--- src/rtl/soc_mem_bridge.sv ---
// Request/response bridge in front of a single-port soft SRAM with a 2-entry response buffer.
// Define SOC_MEM_BRIDGE_RANGE_CHECK_EN to turn out-of-window accesses into error responses.
module soc_mem_bridge #(
  parameter int unsigned WORD_SIZE_BYTE = 4,
  parameter int unsigned SIZE_IN_KB     = 8,
  parameter logic [31:0] BASE_ADDR      = 32'h0000_0000,
  localparam int unsigned DEPTH = SIZE_IN_KB * 1024 / WORD_SIZE_BYTE,
  localparam int unsigned AW    = $clog2(DEPTH) + 1,
  localparam int unsigned OFS   = $clog2(WORD_SIZE_BYTE),
  localparam int unsigned DW    = 8 * WORD_SIZE_BYTE
) (
  input  logic                      clk_i,
  input  logic                      rst_i,
  input  logic                      req_i,
  output logic                      gnt_o,
  input  logic [31:0]               addr_i,
  input  logic                      we_i,
  input  logic [WORD_SIZE_BYTE-1:0] be_i,
  input  logic [DW-1:0]             wdata_i,
  output logic                      rvalid_o,
  input  logic                      rready_i,
  output logic [DW-1:0]             rdata_o,
  output logic                      err_o,
  output logic                      mem_en_o,
  output logic [AW-1:0]             mem_addr_o,
  output logic [WORD_SIZE_BYTE-1:0] mem_we_o,
  output logic [DW-1:0]             mem_wdata_o,
  input  logic [DW-1:0]             mem_rdata_i
);

  logic [31:0]   offset;
  logic          in_range;
  logic          acc;
  logic          pop;
  logic          push;
  logic          pop_fifo;
  logic          fifo_nonempty;
  logic [1:0]    occ;
  logic [DW-1:0] pend_data;
  logic          head_valid;
  logic [DW-1:0] head_data;
  logic          head_err;

  logic          pend_valid_q, pend_valid_d;
  logic          pend_read_q, pend_read_d;
  logic          pend_err_q, pend_err_d;
  logic [1:0]    count_q, count_d;
  logic          wr_ptr_q, wr_ptr_d;
  logic          rd_ptr_q, rd_ptr_d;
  logic [DW-1:0] fifo_data_q [2];
  logic [1:0]    fifo_err_q;

  assign offset = addr_i - BASE_ADDR;

`ifdef SOC_MEM_BRIDGE_RANGE_CHECK_EN
  assign in_range = (offset < 32'(SIZE_IN_KB * 1024));
`else
  assign in_range = 1'b1;
`endif

  always_comb begin
    // NOTE: every signal gets a default at the top of the block, so no path can infer a latch.
    fifo_nonempty = (count_q != 2'd0);
    occ           = 2'(pend_valid_q) + count_q;
    // Bypassed pending entry: only an in-range read carries SRAM data.
    pend_data     = (pend_read_q && !pend_err_q) ? mem_rdata_i : '0;
    head_valid    = fifo_nonempty || pend_valid_q;
    head_data     = fifo_nonempty ? fifo_data_q[rd_ptr_q] : pend_data;
    head_err      = fifo_nonempty ? fifo_err_q[rd_ptr_q] : pend_err_q;

    rvalid_o = !rst_i && head_valid;
    pop      = rvalid_o && rready_i;
    gnt_o    = !rst_i && ((occ < 2'd2) || pop);
    acc      = req_i && gnt_o;
    pop_fifo = pop && fifo_nonempty;
    // A pending entry not consumed straight from the bypass path lands in the FIFO.
    push     = pend_valid_q && !(pop && !fifo_nonempty);

    rdata_o     = rvalid_o ? head_data : '0;
    err_o       = rvalid_o && head_err;
    mem_en_o    = acc && in_range;
    mem_we_o    = (acc && we_i && in_range) ? be_i : '0;
    mem_wdata_o = wdata_i;
    mem_addr_o  = AW'(offset >> OFS);

    pend_valid_d = acc;
    pend_read_d  = pend_read_q;
    pend_err_d   = pend_err_q;
    if (acc) begin
      pend_read_d = !we_i;
      pend_err_d  = !in_range;
    end

    count_d  = count_q;
    wr_ptr_d = wr_ptr_q;
    rd_ptr_d = rd_ptr_q;
    if (push)     wr_ptr_d = !wr_ptr_q;
    if (pop_fifo) rd_ptr_d = !rd_ptr_q;
    if (push && !pop_fifo)      count_d = count_q + 2'd1;
    else if (!push && pop_fifo) count_d = count_q - 2'd1;
  end

  // NOTE: sequential state uses non-blocking assignments so every flop samples pre-edge values.
  always_ff @(posedge clk_i) begin
    if (rst_i) begin
      pend_valid_q <= 1'b0;
      pend_read_q  <= 1'b0;
      pend_err_q   <= 1'b0;
      count_q      <= 2'd0;
      wr_ptr_q     <= 1'b0;
      rd_ptr_q     <= 1'b0;
    end else begin
      pend_valid_q <= pend_valid_d;
      pend_read_q  <= pend_read_d;
      pend_err_q   <= pend_err_d;
      count_q      <= count_d;
      wr_ptr_q     <= wr_ptr_d;
      rd_ptr_q     <= rd_ptr_d;
    end
  end

  // NOTE: the storage array is deliberately not reset; count and pointers alone define what is valid.
  always_ff @(posedge clk_i) begin
    if (push) begin
      fifo_data_q[wr_ptr_q] <= pend_data;
      fifo_err_q[wr_ptr_q]  <= pend_err_q;
    end
  end

endmodule

--- config.mk ---
export PLATFORM = sky130hd
export DESIGN_NAME = soc_mem_bridge
export DESIGN_NICKNAME = d
export VERILOG_FILES = /design/src/rtl/soc_mem_bridge.sv
export SDC_FILE = /design/constraint.sdc
export NUM_CORES = 1
export LEC_CHECK = 0
export ABC_AREA = 1
export CAP_MARGIN = 20
export CORE_ASPECT_RATIO = 0.7
export CORE_MARGIN = 2
export CORE_UTILIZATION = 45
export CTS_BUF_LIST = sky130_fd_sc_hd__clkbuf_4
export DETAILED_ROUTE_END_ITERATION = 12
export PLACE_DENSITY = 0.86
export SYNTH_ARGS = -nofsm -noshare
export SYNTH_HDL_FRONTEND = slang
export SYNTH_SLANG_ARGS = --single-unit
export TNS_END_PERCENT = 5
--- constraint.sdc ---
create_clock -name clk_i -period 9.45 [get_ports clk_i]
set_input_delay 2.835 -clock clk_i [delete_from_list [all_inputs] [get_ports clk_i]]
set_output_delay 2.835 -clock clk_i [all_outputs]
set_load 0.01 [all_outputs]
==> flow_summary.ini, run 1 <==
[clocking]
cts_tree = built
cts_inserted_buffers = 9
cts-root-buf = clkbuf_4
numClockSinks = 73
clk_latency_ps = 410
cts.clk_slew.worst_paths_ps = 120
holdBufCountCts = 0
ctsHtreeMaxLevel = 3
post_cts_resized = 0
clock_path_buffers = 2
cts_setup_buffers = 0

[worst_setup_path]
cp-end-kind = output pin
start_kind = primary input
rr_worst_depth = 4
crit_required_ps = 6620
crit_arrival_ps = 4830
worst-setup-path-type = primary input to output pin
cp_max_fo = 33

[timing]
finalSetupTns_ps = 0
worstMarginPinSlew_ps = 995
rsz0062_at_grt = no
setup_slack_ps = 1790
fin_hold_ws_ps = 536
finClkSkew_ps = 20.4
setup_viol_count_final = 0
min_period_ps = 7660
post-route-period-util_pct = 81.1
fmax_ghz = 0.130
hold_violations = 0
relSlewSlack_pct = 33.5
final_max_slew_viol_count = 0

[routing]
dr.pass1.iters = 4
vias = 2729
final_antenna_net_count = 0
drc = 0
dr.first_iter.drc_count = 139
wirelength_mm = 7.69
wl_per_cell_um = 13.5
vias_per_cell = 4.78

[layout]
num-nets-final = 552
insertedDiodeCount = 0
area_delta_synth_final_pct = 18.0
drive_gt1_share_pct = 7.10
n_fill_cell = 779
final_cell_mix = 103 x nand2_1, 80 x clkdlybuf4s50_1, 76 x inv_1
final_common_cell = nand2_1

[power_and_ir_drop]
fin_total_pwr_uw = 796
power_density_nw_per_um2 = 173
power_leakage_nw = 1.83
ir_drop_uv = 69.7

[flow_run]
drv_cap = 0

[floorplanning]
dieArea_um2 = 9420
ios = 189
die_width_um = 115
rows = 28
die_y_um = 81.8
start_util_pct = 46.1
core-area_um2 = 8440

[global_routing]
grt.overflow.total = 0
first_global_vias = 2540
antenna_found_initial = 0
grt_max_degree = 65
gr-usage-all-layers_pct = 16.9
grt_pass1_wl_mm = 12.1

[placed_design]
place_congestion = 0.717
post-place-ws_ps = 1790
hpwl_mm = 4.99
numPortBuffers = 80

[logic_synthesis]
synth_nets = 523
syn_inst = 417
ys_ff_latch = 73
ys_types = 27
ys_seq_area_share_pct = 54.5
netlist_area_um2 = 3890
yosysWarnings = 0
avgSynthCellArea_um2 = 9.33

[hold_path]
hold_class = register to register
holdPathStages = 2

[outcome]
outcome = complete, no violations
[cell families after synthesis]
logic type | Yosys count | synth area share [%]
compound gates | 77 | 12.4
fa+ha+maj | 1 | 0.321
buf+inv | 143 | 19.3
flops | 73 | 54.5
simple gates | 123 | 13.5
[flip-flops by register name (all words and copies together), names as in the netlist, named ones only]
name / cells
wr_ptr_q: 1
count_q: 2
pend_read_q: 1
pend_valid_q: 1
rd_ptr_q: 1
fifo_err_q: 2
fifo_data_q: 64
[worst max-delay path, stage by stage]
cell	delay [ps]
clkdlybuf4s50_1	440
clkinv_2	160
nand2_2	420
a21oi_1	360
clkdlybuf4s50_1	600
[through the flow]
| stage | utilization (%) | std cells | cell area [um2] |
|---|---|---|---|
| 5_1_grt | 54.4 | 571 | 4590 |
| 6_report | 54.4 | 571 | 4590 |
| 2_1_floorplan | - | 417 | 3890 |
| 3_5_place_dp | 52.4 | 554 | 4430 |
| 3_3_place_gp | 52.1 | 553 | 4400 |
| 4_1_cts | 54.1 | 570 | 4570 |
[final timing paths]
path	to	start	slack, ps
max	rdata_o[15]	rst_i	1790
min	register	rd_ptr_q$_SDFFE_PP0P_	540
max reg2reg	fifo_data_q[0][12]$_DFFE_PP_	count_q[0]$_SDFFE_PP0P_	7150
min reg2reg	register	rd_ptr_q$_SDFFE_PP0P_	540
[routing by layer]
layer	vias up	global-route usage (%)	share of wire, %
met2	106	27.1	46
li1	1365	-	-
met1	1244	21.1	45
met3	14	6.49	7.2
met5	-	0	0
met4	0	5.90	1.2
[synth_stat cells]
library cell | number | area [um2]
a2111oi_0 | 1 | 8.76
a21boi_0 | 2 | 15.0
a21oi_1 | 37 | 185
a31oi_2 | 1 | 12.5
buf_1 | 1 | 3.75
buf_2 | 10 | 50.1
buf_4 | 47 | 353
buf_6 | 3 | 33.8
clkbuf_1 | 3 | 11.3
clkinv_2 | 1 | 5.00
dfxtp_1 | 7 | 140
edfxtp_1 | 66 | 1980
ha_1 | 1 | 12.5
inv_1 | 76 | 285
inv_2 | 1 | 3.75
inv_4 | 1 | 6.26
nand2_1 | 103 | 387
nand2_2 | 2 | 12.5
nand2_4 | 1 | 11.3
nand3_1 | 1 | 5.00
nand3_2 | 3 | 30.0
nand3_4 | 1 | 17.5
nor2_1 | 11 | 41.3
nor2_8 | 1 | 20.0
o211ai_1 | 32 | 240
o21ai_0 | 3 | 15.0
o21ai_1 | 1 | 5.00
[final cells by class]
cell class	instances	area, um2	share of cell area (%)
clock buffers	10	75.1	1.63
clock inverters	6	68.8	1.50
inverters	79	300	6.54
multi-input cells	201	1030	22.3
flip-flops and latches	73	2120	46.2
well taps	120	150	3.27
repair buffers	82	848	18.5
[report_power, final]
part	switching, mW	internal (mW)	total, mW
Combinational	0.124	0.0817	0.205
Sequential	0.0159	0.381	0.397
Clock	0.109	0.0844	0.193
Total	0.248	0.547	0.796
Power figures use the tool's default switching activity.
==> run 2: changes to the inputs <==
--- a/config.mk
+++ b/config.mk
@@ -9,10 +9,10 @@
 export CAP_MARGIN = 20
 export CORE_ASPECT_RATIO = 0.7
 export CORE_MARGIN = 2
-export CORE_UTILIZATION = 45
+export CORE_UTILIZATION = 38
 export CTS_BUF_LIST = sky130_fd_sc_hd__clkbuf_4
 export DETAILED_ROUTE_END_ITERATION = 12
-export PLACE_DENSITY = 0.86
+export PLACE_DENSITY = 0.77
 export SYNTH_ARGS = -nofsm -noshare
 export SYNTH_HDL_FRONTEND = slang
 export SYNTH_SLANG_ARGS = --single-unit
==> constraint.sdc (replaced) <==
create_clock -name clk_i -period 6.4 [get_ports clk_i]
set_input_delay 1.92 -clock clk_i [delete_from_list [all_inputs] [get_ports clk_i]]
set_output_delay 1.92 -clock clk_i [all_outputs]
set_load 0.01 [all_outputs]
==> flow_summary.ini, run 2 (synthesis results as in run 1) <==
[routing]
vias_per_cell = 4.75
drc = 0
vias = 2744
wl_per_cell_um = 13.5
dr.pass1.iters = 4
wirelength_mm = 7.79
dr.first_iter.drc_count = 157
final_antenna_net_count = 0

[clocking]
numClockSinks = 73
clock_path_buffers = 2
cts.clk_slew.worst_paths_ps = 110
clk_latency_ps = 410
cts_setup_buffers = 0
holdBufCountCts = 0
post_cts_resized = 0
cts-root-buf = clkbuf_4
cts_inserted_buffers = 9
cts_tree = built
ctsHtreeMaxLevel = 3

[timing]
fmax_ghz = 0.170
worstMarginPinSlew_ps = 1010
hold_violations = 0
post-route-period-util_pct = 92.1
setup_viol_count_final = 0
finalSetupTns_ps = 0
rsz0062_at_grt = no
relSlewSlack_pct = 32.3
final_max_slew_viol_count = 0
min_period_ps = 5890
finClkSkew_ps = 14.6

[placed_design]
place_congestion = 0.727
numPortBuffers = 80
dp_cells = 562
hpwl_mm = 4.86

[floorplanning]
die_y_um = 88.7
core-area_um2 = 9830
ios = 189
start_util_pct = 39.6
dieArea_um2 = 11100
die_width_um = 125
rows = 30

[layout]
largest_reg_flops = 64
area_delta_synth_final_pct = 17.9
regMostFlops = fifo_data_q
multiInputGateArea_um2 = 1030
insertedDiodeCount = 0
fin_cells = 578
drive_gt1_share_pct = 6.67
n_fill_cell = 929
largest_registers = fifo_data_q x64, count_q x2, fifo_err_q x2
final_common_cell = nand2_1
regArea_um2 = 2120
final_cell_mix = 103 x nand2_1, 80 x clkdlybuf4s50_1, 76 x inv_1
num-nets-final = 552

[worst_setup_path]
crit_required_ps = 4480
start_kind = primary input
crit_arrival_ps = 3970
reg2reg_slack_ps = 4110
worst-setup-path-type = primary input to output pin
cp_max_fo = 33
rr_startpoint = count_q[0]$_SDFFE_PP0P_
cp-end-kind = output pin
cp-startpoint = rst_i

[global_routing]
antenna_found_initial = 0
gr-usage-all-layers_pct = 14.4
first_global_vias = 2601
grt_pass1_wl_mm = 12.6
grt.overflow.total = 0
grt_max_degree = 65

[power_and_ir_drop]
ir_drop_uv = 119
power_leakage_nw = 1.83
power_density_nw_per_um2 = 261

[hold_path]
hold_class = register to register
min_from = rd_ptr_q$_SDFFE_PP0P_

[flow_run]
drv_cap = 0

[outcome]
outcome = complete, no violations
run 2: cell count changes in the layout (fill, tap and decap cells not counted), sizes merged:
cell,change
bufinv,+1
clkinv,-2
clkbuf,+1
clkinvlp,-1
run 2: worst max-delay path, cell delays in order:
cell and delay (ps):
clkdlybuf4s50_1 450, clkinv_2 160, nand2_2 450, a21oi_1 390, clkdlybuf4s50_1 590
run 2: through the flow:
| stage | power [mW] | worst slack (ps) | hold slack, ps | utilization [%] | area, um2 |
|---|---|---|---|---|---|
| after floorplan | 0.814 | 1890 | 477 | - | 3890 |
| after global placement | 0.892 | 530 | 490 | 44.9 | 4420 |
| after detailed placement | 0.900 | 525 | 502 | 44.9 | 4420 |
| after CTS | 1.21 | 506 | 520 | 46.5 | 4570 |
| after global routing | 1.27 | 375 | 552 | 46.7 | 4590 |
| final | 1.20 | 507 | 518 | 46.7 | 4590 |
run 2: worst paths after layout:
check	to	cells past startpoint
max	rdata_o[15]	5
min	rd_ptr_q$_SDFFE_PP0P_	2
max reg2reg	fifo_data_q[0][5]$_DFFE_PP_	4
min reg2reg	rd_ptr_q$_SDFFE_PP0P_	2
run 2: layout make-up:
type	count	share of cell area (%)
Tap cell	128	3.49
Clock buffer	11	1.80
Clock inverter	4	1.50
Timing Repair Buffer	82	18.0
Sequential cell	73	46.3
Inverter	79	6.54
Multi-Input combinational cell	201	22.4
run 2: power by group:
part           switching, mW  total [mW]  internal, mW
combinational          0.188       0.306         0.118
clock                  0.147       0.311         0.164
sequential            0.0197       0.583         0.563
run 2: per-layer routing:
layer	vias to the layer above	routed length (um)	track usage, %
met1	1281	3660	18.6
met3	10	531	5.44
met5	-	0	0
met2	90	3510	23.1
met4	0	78	4.04
li1	1363	-	-
==> run 3: changes to the inputs <==
--- a/config.mk
+++ b/config.mk
@@ -13,6 +13,7 @@
 export CTS_BUF_LIST = sky130_fd_sc_hd__clkbuf_4
 export DETAILED_ROUTE_END_ITERATION = 12
 export PLACE_DENSITY = 0.77
+export SLEW_MARGIN = 20
 export SYNTH_ARGS = -nofsm -noshare
 export SYNTH_HDL_FRONTEND = slang
 export SYNTH_SLANG_ARGS = --single-unit
==> flow_summary.ini, run 3 (synthesis results as in run 1) <==
[timing]
rsz0062_at_grt = no
fin_hold_ws_ps = 519
fmax_ghz = 0.170
hold_violations = 0
final_max_slew_viol_count = 0
post-route-period-util_pct = 92.1
worstMarginPinSlew_ps = 1020
finalSetupTns_ps = 0
min_period_ps = 5890
finClkSkew_ps = 13.1
setup_viol_count_final = 0
relSlewSlack_pct = 31.9

[hold_path]
hold_class = register to register
min_from = rd_ptr_q$_SDFFE_PP0P_

[placed_design]
dpl-instance-area_um2 = 4420
numPortBuffers = 80
hpwl_mm = 4.86
place_congestion = 0.727
dp_cells = 562

[worst_setup_path]
start_kind = primary input
rr_startpoint = count_q[1]$_SDFFE_PP0P_
crit_required_ps = 4480
crit_arrival_ps = 3970
cp-startpoint = rst_i
cp_max_fo = 33
cp-end-kind = output pin
worst-setup-path-type = primary input to output pin

[layout]
largest_registers = fifo_data_q x64, count_q x2, fifo_err_q x2
fin_cells = 577
num-nets-final = 551
final_cell_mix = 103 x nand2_1, 80 x clkdlybuf4s50_1, 76 x inv_1
area_delta_synth_final_pct = 17.5
regMostFlops = fifo_data_q
largest_reg_flops = 64
final_area_um2 = 4570
insertedDiodeCount = 0
n_fill_cell = 929
drive_gt1_share_pct = 6.46
final_common_cell = nand2_1

[flow_run]
drv_cap = 0

[global_routing]
first_global_vias = 2601
grt_max_degree = 65
antenna_found_initial = 0
grt.met1_usage_pct = 18.6
grt_pass1_wl_mm = 12.6
gr-usage-all-layers_pct = 14.4
met2_usage_pct = 23.1
grt.overflow.total = 0
use_met3_pct = 5.44
grt.busiest_layer = met2

[clocking]
post_cts_resized = 0
cts_inserted_buffers = 9
cts-root-buf = clkbuf_4
cts.clk_slew.worst_paths_ps = 110
cts_tree = built
cts_setup_buffers = 0
ctsHtreeMaxLevel = 3
clk_latency_ps = 410
numClockSinks = 73
clock_path_buffers = 2
holdBufCountCts = 0

[routing]
drc = 0
vias = 2723
dr.pass1.iters = 4
wl_per_cell_um = 13.5
final_antenna_net_count = 0
wirelength_mm = 7.76
dr.first_iter.drc_count = 173
vias_per_cell = 4.72

[floorplanning]
die_width_um = 125
start_util_pct = 39.6
die_y_um = 88.7
rows = 30
ios = 189
dieArea_um2 = 11100
core-area_um2 = 9830

[outcome]
outcome = complete, no violations

[power_and_ir_drop]
power_density_nw_per_um2 = 262
ir_drop_uv = 119
power_leakage_nw = 1.82
fin_total_pwr_mw = 1.20
[run 3: cell types whose count changed in the layout (fill, tap and decap cells not counted), sizes merged]
| cell | change |
|---|---|
| buf | -1 |
[run 3: stage by stage]
| stage | util (%) | setup slack, ps |
|---|---|---|
| floorplan | - | 1890 |
| global placement | 44.9 | 530 |
| detailed placement | 44.9 | 525 |
| CTS | 46.5 | 506 |
| global route | 46.5 | 375 |
| finish | 46.5 | 506 |
[run 3: power by group]
part           leakage (nW)  switching [mW]  internal, mW
combinational          1.05           0.178         0.115
sequential            0.683          0.0289         0.563
clock                0.0844           0.148         0.164
[run 3: area by class of cell]
cell class              instances  area (um2)  share of cell area, %
repair buffers                 81         808                   17.7
multi-input cells             201        1030                   22.4
clock inverters                 4        68.8                   1.51
flip-flops and latches         73        2130                   46.5
well taps                     128         160                   3.50
clock buffers                  11        82.6                   1.81
inverters                      79         300                   6.57
[run 3: path summary, 6_finish.rpt]
check | to | slack (ps) | cells after the start
max | rdata_o[15] | 510 | 5
min reg2reg | register | 520 | 2
min | register | 520 | 2
max reg2reg | fifo_data_q[0][5]$_DFFE_PP_ | 4120 | 4
[run 3: worst max-delay path, stage by stage]
cell and delay (ps):
clkdlybuf4s50_1 450, clkinv_2 160, nand2_2 450, a21oi_1 390, clkdlybuf4s50_1 590
[run 3: per-layer routing]
layer / vias up / routed length (um)
met3: 11 / 510
met5: - / 0
met1: 1261 / 3700
met2: 88 / 3480
met4: 0 / 74
li1: 1363 / -
